## config.mk

```make
export PLATFORM = sky130hd
export DESIGN_NAME = seq_pattern_tx
export DESIGN_NICKNAME = d
export VERILOG_FILES = /design/src/rtl/seq_pkg.sv /design/src/rtl/seq_tx_shifter.sv /design/src/rtl/seq_pattern_tx.sv
export SDC_FILE = /design/constraint.sdc
export NUM_CORES = 1
export LEC_CHECK = 0
export BUFFER_PORTS_ARGS = -buffer_cell sky130_fd_sc_hd__buf_4
export CELL_PAD_IN_SITES_DETAIL_PLACEMENT = 1
export CELL_PAD_IN_SITES_GLOBAL_PLACEMENT = 2
export CORE_ASPECT_RATIO = 1.25
export CORE_MARGIN = 5
export CORE_UTILIZATION = 33
export DETAILED_ROUTE_END_ITERATION = 10
export HOLD_SLACK_MARGIN = 0.02
export MAX_ROUTING_LAYER = met4
export PLACE_DENSITY = 0.79
export RECOVER_POWER = 25
export SLEW_MARGIN = 30
export SYNTH_ARGS = -nofsm -noshare
export SYNTH_HDL_FRONTEND = slang
export SYNTH_SLANG_ARGS = --single-unit
```

## constraint.sdc

```tcl
create_clock -name clk -period 1.75 [get_ports clk]
set_input_delay 0 -clock clk [delete_from_list [all_inputs] [get_ports clk]]
set_output_delay 0 -clock clk [all_outputs]
set_load 0.01 [all_outputs]
```

## src/rtl/seq_pkg.sv

```systemverilog
// seq_pkg: shared state type and marker constants for the 10011 serial link
package seq_pkg;
  localparam int SEQ_PAT_LEN = 5;
  localparam logic [SEQ_PAT_LEN-1:0] SEQ_PATTERN = 5'b10011;
  localparam int SEQ_MIN_GAP = 3;
  typedef enum logic [1:0] {S_IDLE, S_PREAMBLE, S_PAYLOAD, S_GAP} seq_state_e;
  function automatic int seq_max3(input int a, input int b, input int c);
    return (a > b) ? ((a > c) ? a : c) : ((b > c) ? b : c);
  endfunction
endpackage

```

## src/rtl/seq_tx_shifter.sv

```systemverilog
// seq_tx_shifter: loadable MSB-first frame shifter plus per-phase down-counter
module seq_tx_shifter #(
  parameter int W  = 13,
  parameter int CW = 3
) (
  input  logic          clk,
  input  logic          rst,
  input  logic          i_load,
  input  logic [W-1:0]  i_load_val,
  input  logic          i_shift,
  input  logic          i_cnt_load,
  input  logic [CW-1:0] i_cnt_val,
  output logic          o_msb,
  output logic          o_tc
);
  logic [W-1:0]  r_sr;
  logic [CW-1:0] r_cnt;
  always_ff @(posedge clk) begin
    if (!rst) begin
      r_sr  <= '0;
      r_cnt <= '0;
    end else begin
      r_sr  <= i_load ? i_load_val : i_shift ? {r_sr[W-2:0], 1'b0} : r_sr;
      r_cnt <= i_cnt_load ? i_cnt_val : (r_cnt != '0) ? r_cnt - 1'b1 : r_cnt;
    end
  end
  assign o_msb = r_sr[W-1];
  assign o_tc  = (r_cnt == '0);
endmodule

```

## src/rtl/seq_pattern_tx.sv

```systemverilog
// seq_pattern_tx: sends marker, MSB-first payload, then GAP zeros per start request
module seq_pattern_tx
  import seq_pkg::*;
#(
  parameter int                   DATA_W  = 8,
  parameter int                   PAT_LEN = SEQ_PAT_LEN,
  parameter logic [PAT_LEN-1:0]   PATTERN = SEQ_PATTERN,
  parameter int                   GAP     = SEQ_MIN_GAP
) (
  input  logic              clk,
  input  logic              rst,
  input  logic              start,
  input  logic [DATA_W-1:0] data_in,
  output logic              outp,
  output logic              busy,
  output logic              bit_valid,
  output logic              done
);
  localparam int CW = $clog2(seq_max3(PAT_LEN, DATA_W, GAP));
  localparam logic [CW-1:0] C_PRE = CW'(PAT_LEN - 1);
  localparam logic [CW-1:0] C_PAY = CW'(DATA_W - 1);
  localparam logic [CW-1:0] C_GAP = CW'(GAP - 1);
  seq_state_e    r_state;
  seq_state_e    w_next;
  logic          w_accept;
  logic          w_tc;
  logic          w_msb;
  logic          w_cnt_load;
  logic [CW-1:0] w_cnt_val;
  assign w_accept = (r_state == S_IDLE) && start;
  always_comb begin
    w_next     = r_state;
    w_cnt_load = 1'b0;
    w_cnt_val  = '0;
    case (r_state)
      S_IDLE:     if (start) begin w_next = S_PREAMBLE; w_cnt_load = 1'b1; w_cnt_val = C_PRE; end
      S_PREAMBLE: if (w_tc)  begin w_next = S_PAYLOAD;  w_cnt_load = 1'b1; w_cnt_val = C_PAY; end
      S_PAYLOAD:  if (w_tc)  begin w_next = S_GAP;      w_cnt_load = 1'b1; w_cnt_val = C_GAP; end
      default:    if (w_tc)  w_next = S_IDLE;
    endcase
  end
  always_ff @(posedge clk) begin
    if (!rst) r_state <= S_IDLE;
    else      r_state <= w_next;
  end
  // Zeros shift in behind the payload, so the gap phase needs no separate mux.
  seq_tx_shifter #(.W(PAT_LEN + DATA_W), .CW(CW)) u_shifter (
    .clk       (clk),
    .rst       (rst),
    .i_load    (w_accept),
    .i_load_val({PATTERN, data_in}),
    .i_shift   (r_state != S_IDLE),
    .i_cnt_load(w_cnt_load),
    .i_cnt_val (w_cnt_val),
    .o_msb     (w_msb),
    .o_tc      (w_tc)
  );
  assign outp      = w_msb;
  assign busy      = (r_state != S_IDLE);
  assign bit_valid = (r_state == S_PREAMBLE) || (r_state == S_PAYLOAD);
  assign done      = (r_state == S_GAP) && w_tc;
endmodule

```

Word level (Yosys, flattened, before mapping)
Cells that the tools add are included.

Register bits after elaboration: 18. Memory bits (read-only): 0. RAM bits: 0. Bits in latches: 0. Word-level logic and storage cells: 41. Memories: 0. Output and inout bits: 4.

Reductions and logical operators: 13. Bitwise logic cells: 1. Div/mod/pow operators: 0. Multipliers: 0. Magnitude comparators: 0. Muxes and demuxes: 16. Eq/ne operators: 6. Shift-type cells: 0. Add/subtract/negate cells: 1.

Operator list (number): 2-to-1 mux 13 bit (2); 2-to-1 mux 3 bit (4); 2-to-1 mux 2 bit (5); one-hot mux 3 bit (3 select lines) (1); nonzero test 2 bit (4); inequality test 2 bit, second input constant (3); one-hot mux 2 bit (3 select lines) (1); == test 2 bit, second input constant (2); AND reduction 4 bit (1); OR reduction 2 bit (2); logical NOT 3 bit (1); nonzero test 3 bit (1); subtractor 3 x 1 -> 3 bit, second input constant (1); == test 2 x 1 -> 1 bit, second input constant (1); logical AND 1 bit (2); logical NOT 2 bit (1); 2-to-1 mux 1 bit (2); one-hot mux 1 bit (2 select lines) (1); logical OR 1 bit (1); NOT 1 bit (1).

Depth between registers and ports, before layout
Depth in word-level cells: 4. Gate-level depth with buffers: 7.

By module
A second synthesis with hierarchy kept.

Cells, all modules: 107. Area, all modules: 1063.5 um^2.

By module, submodules not included: seq_tx_shifter (sequential area each 320.3 um^2, area each 840.8 um^2, instances 1, cells each 79); seq_pattern_tx (sequential area each 40.0 um^2, area each 222.7 um^2, instances 1, cells each 28).

Least setup slack after synthesis
OpenSTA, ideal clock, no wires.

Kind: register to register. Start point: register r_state[0]. End point: register u_shifter.r_cnt[1]. Setup time: 0.060 ns. Cell stages (with the launch flop): 7. Path slack: 0.315 ns. Data required time: 1.690 ns. Data arrival time: 1.375 ns. Period minus slack after synthesis: 1.435 ns. Path through: dfxtp_1 > inv_1 > ha_1 > nand3b_4 > a21oi_4 > mux2i_1 > and2_1.

Cells in the longest elaborated chain, start to end: 4. Elaborated cells on any way between the ends: 8. Classes of those cells: eq/ne: 2; mux: 3; reduce/logical: 3.

Ends and longest elaborated chain: from (decl) (line seq_pattern_tx.sv:23) `seq_state_e r_state;`; from (signal assigned) (line seq_pattern_tx.sv:44) `else r_state <= w_next;`; == test 2 x 1 -> 1 bit / == test 2 bit (equally long branches) (line seq_pattern_tx.sv:35) `case (r_state)`; OR reduction 2 bit (no source line); one-hot mux 1 bit (2 select lines) (line seq_pattern_tx.sv:35); 2-to-1 mux 3 bit / nonzero test 2 bit (equally long branches); to (signal assigned) (line seq_tx_shifter.sv:24) `r_cnt <= i_cnt_load ? i_cnt_val : (r_cnt != '0) ? r_cnt - 1'b1 : r_cnt;`; to (decl) (line seq_tx_shifter.sv:17) `logic [CW-1:0] r_cnt;`.

Several ways; a longest one is shown, not always the timed one. A chain may end at the register's enable or synchronous reset.

Final worst setup path
Start point: register u_shifter.r_cnt[0]. End point: register u_shifter.r_cnt[1].

Cells in the longest elaborated chain, start to end: 4. Elaborated cells on any way between the ends: 11. Classes of those cells: add/sub: 1; mux: 7; reduce/logical: 3.

Ends and longest elaborated chain: parallel branches: the longest is 4 deep, another holds subtractor 3 x 1 -> 3 bit.

Parallel ways; which one is timed is not known. The select of a mux whose other input is x is not followed.

==> results by group <==
Run status
  • Status: finished, final reports clean

Floorplan
  • IO Pins: 15
  • Die Span X: 58.1 um
  • FP Rows: 21
  • Chip Height: 70.1 um
  • Core footprint: 2730 um2
  • Die area: 4080 um2
  • Starting density of the core: 34.9%

Min path
  • Hold Crit Class: input port to flop

Clock tree
  • CTS tree: built
  • Clk sinks: 18
  • Clk_lat worst skew: 290 ps
  • Clock buffer depth: 2
  • CTS-repair resized insts: 0
  • Root Buffer: clkbuf_4
  • Clk slew on worst S/H paths: 100 ps
  • H-tree Lvls: 1
  • Postcts setup bufs: 0
  • Hold_buf cts: 1
  • CTS Buf Count: 3

Cells and area
  • Area of the multi-input gates: 542 um2
  • Fill count: 339
  • Nets: 134
  • Area growth from synthesis to layout: 15.1%
  • Sequential cell area: 360 um2
  • Fraction of layout cells with a size suffix above 1: 18.3%
  • ANT cells: 0

GRT
  • Vias in the first global route: 811
  • Remaining global-route overflow: 0
  • Initial antenna violation count: 0
  • First-pass GRT wire length: 3240 um
  • Global-route usage over all layers: 10.5%
  • Largest net degree at the start of global routing: 24

Worst setup path
  • Crit end category: flop
  • CP Buf/Inv Count: 1
  • Worst Path Max Fanout: 6
  • Slowest stage delay, CP: 320 ps
  • Critical path's top delay family: multiplexers
  • CP Data Required Time: 2000 ps
  • Worst EP arrival: 1790 ps
  • Slowest stage cell, crit path: mux2_4
  • Crit Path Class: flop to flop
  • CP startpoint kind: flop
  • CP Cell Sequence: inv_1, ha_1, nor2b_4, mux2_4, mux2i_1, and2_1

Yosys
  • Seq cells post-synth: 18
  • Post-Syn Area per Cell: 9.27 um2
  • Syn nets: 120
  • YS warnings: 0
  • Synthesized cell area: 955 um2
  • Synth async-reset ratio: 0%
  • Sequential fraction of the synthesis area: 37.7%
  • Top FF cell, synth: dfxtp_1
  • Number of flops mapped to enable cells by yosys: 0
  • Post-Syn Instances: 103
  • Synth unique cells: 25

Route
  • Final wirelength: 1890 um
  • Iteration count of the initial detailed-routing pass: 2
  • DRC viols: 0
  • Drt via density: 5.02
  • DRT iter0 DRCs: 15
  • Vias: 748
  • Final ANT Viol Nets: 0
  • Wire per inst: 12.7 um

Timing
  • Worst slew margin: 72.7%
  • Fmax: 647 MHz
  • Clk_skew: 3.12 ps
  • Final Max Tran Viols: 0
  • Final hold vios: 0
  • Worst Tran Pin Value: 410 ps
  • RSZ-0062 raised after global routing: false
  • Period utilization: 88.3%
  • Setup TNS: 0 ps
  • Final-report setup violation count: 0
  • Post-route minimum period: 1540 ps

Placed design
  • HPWL after detailed placement: 1400 um
  • RePlAce Congestion: 0.652
  • IO Port Bufs: 14

Pwr
  • Leak: 0.554 nW
  • PwrDens: 1660 nW/um2
  • Pwr Total: 1.82 mW
  • Peak VDD IR: 0.628 mV

Job
  • Max-Cap Viols: 0
==> routing by layer <==
| layer | track usage [%] | wire, um | up-vias |
|---|---|---|---|
| li1 | - | - | 375 |
| met2 | 19.1 | 997 | 12 |
| met4 | 6.19 | 44 | 0 |
| met1 | 9.99 | 782 | 355 |
| met5 | - | 0 | - |
| met3 | 1.84 | 67 | 6 |
==> area by class of cell <==
class | instances | area share, %
Multi-Input combinational cell | 73 | 49.3
Sequential cell | 18 | 32.8
Timing Repair Buffer | 16 | 10.3
Tap cell | 34 | 3.87
Clock buffer | 3 | 2.05
Inverter | 5 | 1.71
==> final timing paths <==
path / slack, ps / to / start / cells after the start
worst min register to register: 490 / u_shifter.r_sr[4] / u_shifter.r_sr[3] / 1
worst min-delay path: 40 / u_shifter.r_cnt[2] / rst / 2
worst max register to register: 210 / u_shifter.r_cnt[1] / u_shifter.r_cnt[0] / 6
worst max-delay path: 210 / u_shifter.r_cnt[1] / u_shifter.r_cnt[0] / 6
==> registers in the layout (all words and copies together), names as in the netlist <==
| register | flops |
|---|---|
| r_state | 2 |
| u_shifter.r_cnt | 3 |
| u_shifter.r_sr | 13 |
==> cells in the final DEF (no fill, tap or decap) <==
cell type      netlist  routed
a21oi_1              4       4
o2bb2ai_1            1       1
inv_1                5       5
nor2b_1              2       2
dlygate4sd3_1        0       1
nand2_1             14      14
ha_1                 6       6
o21ai_0              6       6
buf_4                1      12
nor2_1               7       7
and2_1               3       3
nand3b_4             1       1
nor3b_1              2       2
clkbuf_1             3       2
o22ai_1              1       1
a21oi_4              1       1
mux2i_1             10      10
nor2b_4              1       1
o211a_1              7       7
xnor2_1              1       1
nand3_1              3       3
o311a_1              1       1
dfxtp_1             18      18
and2_2               1       1
clkbuf_2             0       1
mux2_4               1       1
clkbuf_4             0       3
==> synthesized netlist by cell type, drive strengths merged, types with 2 or more instances <==
library cell	number	area share (%)
nor2b	3	2.8
and2	4	2.8
mux2i	10	10
ha	6	7.9
nand2	14	5.5
clkbuf	3	1.2
inv	5	2.0
nand3	3	1.6
o21ai	6	3.1
a21oi	5	3.8
buf	4	2.4
nor2	7	2.8
nor3b	2	1.6
o211a	7	7.3
dfxtp	18	38
==> power by group <==
part           total, mW  internal, mW  switching [mW]
clock              0.202        0.0802           0.122
sequential         0.664         0.570          0.0934
combinational      0.958         0.445           0.513
==> cell families (layout without fill, tap and decap cells) <==
kind of cell    count (synthesis)  after routing  synth area share (%)
buf+inv                        12             24                  5.50
xor+xnor                        1              1                 0.918
mux                            11             11                  12.1
fa+ha+maj                       6              6                  7.86
simple gates                   34             34                  19.0
compound gates                 21             21                  16.9
flops                          18             18                  37.7
==> through the flow <==
stage / hold WS, ps / worst slack (ps) / area, um2 / instances / utilization [%]
after floorplan: 147 / 315 / 955 / 103 / -
after global placement: 242 / 200 / 1080 / 145 / 39.4
after detailed placement: 250 / 193 / 1080 / 145 / 39.4
after CTS: 25.5 / 168 / 1110 / 149 / 40.6
after global routing: 47.3 / 59.8 / 1100 / 149 / 40.2
final: 38.3 / 205 / 1100 / 149 / 40.2
(Power assumes the default switching activity.)
